==> src/rtl/mem_arb_pkg.sv <==
// mem_arb_pkg: shared state encoding, requester indices and default widths for the memory bus arbiter
package mem_arb_pkg;
  typedef enum logic [1:0] {IDLE = 2'd0, ACCESS = 2'd1, TURN = 2'd2} arb_state_t;
  localparam int REQ_VIDEO = 0;
  localparam int REQ_DSP = 1;
  localparam int REQ_BLIT = 2;
  localparam int REQ_CPU = 3;
  localparam int NREQ_DEF = 4;
  localparam int WAIT_W_DEF = 3;
endpackage

==> src/rtl/mem_arb_pick.sv <==
// mem_arb_pick: combinational winner picker; index 0 always wins, others are searched from i_ptr wrapping within 1..NREQ-1
module mem_arb_pick #(
  parameter int NREQ = 4,
  parameter int IW = 2
) (
  input  logic [NREQ-1:0] i_req,
  input  logic [IW-1:0]   i_ptr,
  output logic            o_valid,
  output logic [IW-1:0]   o_idx
);
  // Walk the search order backwards so the earliest candidate in that order is the last one written
  always_comb begin
    o_valid = |i_req;
    o_idx = '0;
    for (int k = NREQ - 2; k >= 0; k--)
      if (i_req[1 + (int'(i_ptr) - 1 + k) % (NREQ - 1)]) o_idx = IW'(1 + (int'(i_ptr) - 1 + k) % (NREQ - 1));
    if (i_req[0]) o_idx = '0;
  end
endmodule

==> src/rtl/mem_bus_arbiter.sv <==
// mem_bus_arbiter: grants the memory bus slot, runs wait states, strobes DONE, then a one-cycle turnaround; ARB_ROUND_ROBIN_EN rotates indices 1..NREQ-1
module mem_bus_arbiter
  import mem_arb_pkg::*;
#(
  parameter int NREQ = NREQ_DEF,
  parameter int WAIT_W = WAIT_W_DEF
) (
  input  logic                    CLOCK,
  input  logic                    RESETL,
  input  logic [NREQ-1:0]         REQ,
  input  logic [NREQ-1:0]         LOCK,
  input  logic [WAIT_W-1:0]       WAITS,
  output logic [NREQ-1:0]         GNT,
  output logic [$clog2(NREQ)-1:0] OWNER,
  output logic                    BUSY,
  output logic                    DONE
);
  localparam int IW = $clog2(NREQ);
  arb_state_t        r_state;
  logic [WAIT_W-1:0] r_cnt;
  logic [NREQ-1:0]   r_gnt;
  logic [IW-1:0]     r_owner;
  logic [IW-1:0]     w_ptr;
  logic              w_valid;
  logic [IW-1:0]     w_idx;
  logic              w_keep;
  logic              w_done;
  assign w_done = (r_state == ACCESS) && (r_cnt == '0);
  assign w_keep = LOCK[r_owner] & REQ[r_owner];
  assign GNT = r_gnt;
  assign OWNER = r_owner;
  assign BUSY = |r_gnt;
  assign DONE = w_done;
  mem_arb_pick #(.NREQ(NREQ), .IW(IW)) u_pick (
    .i_req   (REQ),
    .i_ptr   (w_ptr),
    .o_valid (w_valid),
    .o_idx   (w_idx)
  );
`ifdef ARB_ROUND_ROBIN_EN
  logic [IW-1:0] r_ptr;
  assign w_ptr = r_ptr;
  // Advance the rotation pointer past the winner whenever a grant goes to the rotating group
  always_ff @(posedge CLOCK or negedge RESETL) begin
    if (!RESETL) r_ptr <= IW'(1);
    else if (r_state != ACCESS && w_valid && w_idx != '0)
      r_ptr <= (w_idx == IW'(NREQ - 1)) ? IW'(1) : w_idx + IW'(1);
  end
`else
  assign w_ptr = IW'(1);
`endif
  // Access sequencer: arbitrate in IDLE/TURN, count wait states in ACCESS, then hold for lock or turn around
  always_ff @(posedge CLOCK or negedge RESETL) begin
    if (!RESETL) begin
      r_state <= IDLE;
      r_cnt <= '0;
      r_gnt <= '0;
      r_owner <= '0;
    end else if (r_state == ACCESS) begin
      if (r_cnt != '0) r_cnt <= r_cnt - WAIT_W'(1);
      else if (w_keep) r_cnt <= WAITS;
      else begin
        r_state <= TURN;
        r_gnt <= '0;
      end
    end else if (w_valid) begin
      r_state <= ACCESS;
      r_gnt <= NREQ'(1) << w_idx;
      r_owner <= w_idx;
      r_cnt <= WAITS;
    end else begin
      r_state <= IDLE;
      r_gnt <= '0;
    end
  end
endmodule
==> config.mk <==
export PLATFORM = sky130hd
export DESIGN_NAME = mem_bus_arbiter
export DESIGN_NICKNAME = d
export VERILOG_FILES = /design/src/rtl/mem_arb_pkg.sv /design/src/rtl/mem_arb_pick.sv /design/src/rtl/mem_bus_arbiter.sv
export SDC_FILE = /design/constraint.sdc
export NUM_CORES = 1
export LEC_CHECK = 0
export CAP_MARGIN = 20
export CORE_ASPECT_RATIO = 1.5
export CORE_MARGIN = 1
export CORE_UTILIZATION = 28
export DETAILED_ROUTE_END_ITERATION = 6
export PLACE_DENSITY = 0.63
export SLEW_MARGIN = 0
export SYNTH_ARGS = -nofsm -noshare
export SYNTH_HDL_FRONTEND = slang
export SYNTH_SLANG_ARGS = --single-unit
==> constraint.sdc <==
create_clock -name CLOCK -period 1.4 [get_ports CLOCK]
set_clock_uncertainty 0.1 [all_clocks]
set_input_delay 0.21 -clock CLOCK [delete_from_list [all_inputs] [get_ports CLOCK]]
set_output_delay 0.21 -clock CLOCK [all_outputs]
set_load 0.02 [all_outputs]
After elaboration in Yosys (flattened, before gate mapping)
Index checks and enable logic that the tools add are counted.

word-level totals
  RAM bits = 0
  bits in read-only memories = 0
  bits of input ports = 13
  output and inout port bits = 8
  register bits = 11
  bits in latches = 0
  memories kept = 0
  word-level logic and storage cells = 42

cells by class
  eq/ne operators = 4
  bitwise gates (word level) = 2
  divide/modulo/power cells = 0
  reduce and logical (&&, ||, !) cells = 9
  mux-type cells = 20
  multipliers = 0
  add/sub/neg operators = 1
  order comparisons = 1
  shift operators = 1

operator list
  operator             count
  $mux 4               4
  $mux 2               7
  $mux 3               4
  $reduce_or 4->1      2
  $reduce_and 2->1     3
  $bmux 1 s2           2
  $ne 2x2->1 const B   2
  $shl 1x2->4 const A  1
  $logic_not 3->1      1
  $lt 2x3->1 const B   1
  $mux 1               3
  $ne 3x2->1 const B   1
  $reduce_bool 3->1    1
  $sub 3x1->3 const B  1
  $eq 2x1->1 const B   1
  $reduce_bool 2->1    1
  $and 1x1->1          1
  $logic_and 1x1->1    1
  $not 1->1            1

Logic depth before layout (Yosys ltp)
  depth after elaboration = 7
  depth in mapped cells = 6

Cells and area by module
A second synthesis with hierarchy kept.

second synthesis, totals
  cells, all modules = 341
  area total of the unflattened synthesis = 2,536.2 um^2

by module, submodules not included
  module           cells an instance  area an instance (um^2)  instances
  mem_arb_pick     282                1,909.3                  1
  mem_bus_arbiter  59                 626.9                    1

Worst setup path after synthesis
Ideal clock, no wire load.

  path kind = reg-to-reg
  from = reg r_cnt[0]
  to = reg r_cnt[2]
  period minus slack after synthesis = 1,530 ps
  buffers on the path = 0
  setup slack = -130 ps
  stages on the path, launching flop included = 7
  data arrival time = 1,309 ps
  data required time = 1,179 ps
  cells stage by stage = dfrtp_1 inv_1 ha_1 and2b_1 nand2_1 o21a_1 a22o_1

between the ends
  longest elaborated chain between the ends = 3
  elaborated cells between the ends (all ways) = 6
  classes of those cells = add/sub: 1; eq/ne: 1; mux: 2; reduce/logical: 2

RTL lines
  element                                           line                   text
  start, declared                                   mem_bus_arbiter.sv:20  logic [WAIT_W-1:0] r_cnt;
  start signal, assigned                            mem_bus_arbiter.sv:60  if (r_cnt != '0) r_cnt <= r_cnt - WAIT_W'(1);
  $sub 3x1->3 or $reduce_bool 3->1 (tied branches)  mem_bus_arbiter.sv:60
  $mux 3 or $ne 3x2->1 (tied branches)              --
  $mux 3 or $reduce_and 2->1 (tied branches)        --

Parallel ways exist; a longest one is shown, timed or not.
A chain may end at the register's enable or synchronous reset.

Worst setup path in the final report
  from = reg r_gnt[3] (netlist: GNT[3])
  to = out BUSY

between the ends
  longest elaborated chain between the ends = 1

RTL lines
  element                 line                   text
  start, declared         mem_bus_arbiter.sv:21  logic [NREQ-1:0] r_gnt;
  start signal, assigned  mem_bus_arbiter.sv:68  r_gnt <= NREQ'(1) << w_idx;
  $reduce_or 4->1         mem_bus_arbiter.sv:32  assign BUSY = |r_gnt;
  end, declared           mem_bus_arbiter.sv:15  output logic BUSY,

No other way between the ends.

==> metrics <==
status=complete, but fails checks; failing checks=setup timing; reg2reg setup slack=-0.20 ns; final worst-path cycle share=1.17; GRT Overall Usage=0.181; drt pass-1 iters=5; Die Wd=40.1 um; wire per inst=roughly 13 um; Leak=0.523 nW; crit-path max FO=2; fillers=192; fin crit period=1.64 ns; Residual DRC=0; Max transition margin=0.814; Fin Hold WS=between 0.05 and 0.06 ns; Initial Util=0.300; floorplan row count=20; reg2reg end=r_cnt[2]; Syn Std Cell Area=between 600 and 700 um2; syn nets=77; syn_area_per_cell=9.81 um2; DP HPWL=1.37 mm; Netlist cell types=30; Clock transition at path regs=~0.08 ns; Die Ht=slightly below 60 um; commonest non-fill, non-tap cell in the layout=buf_4; vias per cell=slightly above 5; initial antenna violation count=0; root buffer cell=clkbuf_4; Seq/Total Area, Yosys=0.453; Area after DPL=about 1000 um2; setup ws final=-0.241 ns; crit path launch type=flip-flop; Yosys warnings=0; clock net sink count=11; f_max=0.610 GHz; critical path launch point=GNT[3]; proportion of layout cells with a drive suffix above 1=0.482; Final Max Tran Viols=0; Sequential cell area=approximately 280 um2; drt total wl=around 1.8 mm; maximum VDD drop=1150 uV; Cells after Synth=62; unrepaired setup endpoints after global routing=true; clock buffer depth=2; diode count=0; via count=678; H-tree depth=1; clk_lat worst skew=0.27 ns; CTS buffer count=3; PortBufs=20; Reg2Reg Depth=7; gr ovfl total=0; slew of the pin with the lowest slew margin=0.275 ns; # Max-Cap Violations=0; CTS tree=done; CP Class=flip-flop to primary output; flops & latches, synth=11; final setup vio count=11; crit path DAT=1.33 ns; largest net degree at the start of global routing=8; CP endpoint kind=primary output; PwrDens=2500 nW/um2; final hold vios=0; nets=128; path type of the worst min-delay path=primary input to async pin; reg2reg start=r_cnt[1]; ANT nets after route=0; final core utilization=0.545; DR iter-0 viols=13; routability cong.=approximately 0.83; DIE AREA=2370 um2; IO Pins=21; global-route wire length before repair=between 2 and 3 mm; Finished Cell Area=1100 um2; commonest cells after routing, fill and taps aside=buf_4, clkdlybuf4s50_1, dfrtp_1; core region area=2030 um2; P&R area growth vs syn=81.7%; vias in the first global route=about 720; Multi-input gate area=352 um2; Worst EP required=between 1 and 1.5 ns
metal layers:
metal	part of all wire	GRT usage	vias up
li1	-	-	332
met1	0.38	0.182	319
met2	0.54	0.325	21
met3	0.049	0.0188	6
met4	0.023	0.118	0
met5	0	0	-
critical path: stages, from the launching register on:
cell	delay, ns
dfrtp_1	0.38
or4_4	0.53
buf_6	0.14
what timing repair did:
action / in CTS / in global routing
hold endpoints to repair: 0 / 0
setup buffers: 3 / 1
gates resized for setup: 37 / 10
endpoints found under the setup margin: 17 / 17
pin swaps: 6 / 5
hold buffers: 0 / 0
worst max-delay path by stage:
stage	slack, ns	endpoint	depth (start not counted)
2_1_floorplan	-0.03	GNT[1]	4
3_3_place_gp	-0.37	DONE	6
3_5_place_dp	-0.38	r_cnt[2]	5
4_1_cts	-0.26	BUSY	2
5_1_grt	-0.28	BUSY	2
6_report	-0.24	BUSY	2
synthesized netlist by cell type:
cell	n	share of area
inv_1	6	0.037
a21oi_1	2	0.016
o211a_1	1	0.016
nor2_1	7	0.043
nand4_1	1	0.010
o211ai_1	1	0.012
clkbuf_1	1	0.0062
a32o_1	2	0.033
dfrtp_1	11	0.45
a22o_1	3	0.043
nor3_1	1	0.0082
or4_1	1	0.012
o311ai_0	1	0.014
and2b_1	1	0.012
o31a_1	1	0.014
o21ai_0	4	0.033
nand3_1	1	0.0082
nand4b_1	2	0.029
o22ai_1	1	0.010
nand2b_1	1	0.010
nand4bb_1	1	0.019
nor2b_1	1	0.010
o21a_1	1	0.012
nand2_1	3	0.019
nand4_2	1	0.021
ha_1	2	0.041
or2_1	1	0.010
o22a_1	1	0.014
o221a_2	1	0.019
nand3b_1	1	0.012
area by class of cell:
class	count	share of cell area
inverters	6	0.0204
flip-flops and latches	11	0.251
clock inverters	1	0.00453
well taps	22	0.0249
multi-input cells	44	0.318
repair buffers	47	0.360
clock buffers	3	0.0204
flip-flops by register name, indices dropped and copies added, names as in the netlist:
signal,flops
GNT,4
OWNER,2
r_cnt,3
r_state,2
metrics by stage:
stage	instances	setup slack [ns]	TNS, ns	power [mW]
floorplan	62	-0.0289	-0.149	1.49
global placement	127	-0.368	-3.56	2.32
detailed placement	127	-0.378	-3.52	2.35
CTS	134	-0.256	-1.73	2.76
global route	134	-0.281	-2.32	2.99
finish	134	-0.241	-1.81	2.76
kinds of logic after synthesis:
| family | count (synthesis) | share of synthesized area |
|---|---|---|
| AO/OA/AOI/OAI | 19 | 0.239 |
| buffers and inverters | 7 | 0.0432 |
| AND/OR/NAND/NOR | 23 | 0.224 |
| flip-flops | 11 | 0.453 |
| adder cells (fa/ha/maj) | 2 | 0.0411 |
power breakdown:
group | internal [mW] | leakage [nW] | total, mW | switching [mW]
clock network | 0.106 | 0.0177 | 0.216 | 0.110
registers | 0.478 | 0.134 | 0.585 | 0.107
logic | 1.09 | 0.371 | 1.96 | 0.878
(Power assumes the default switching activity.)
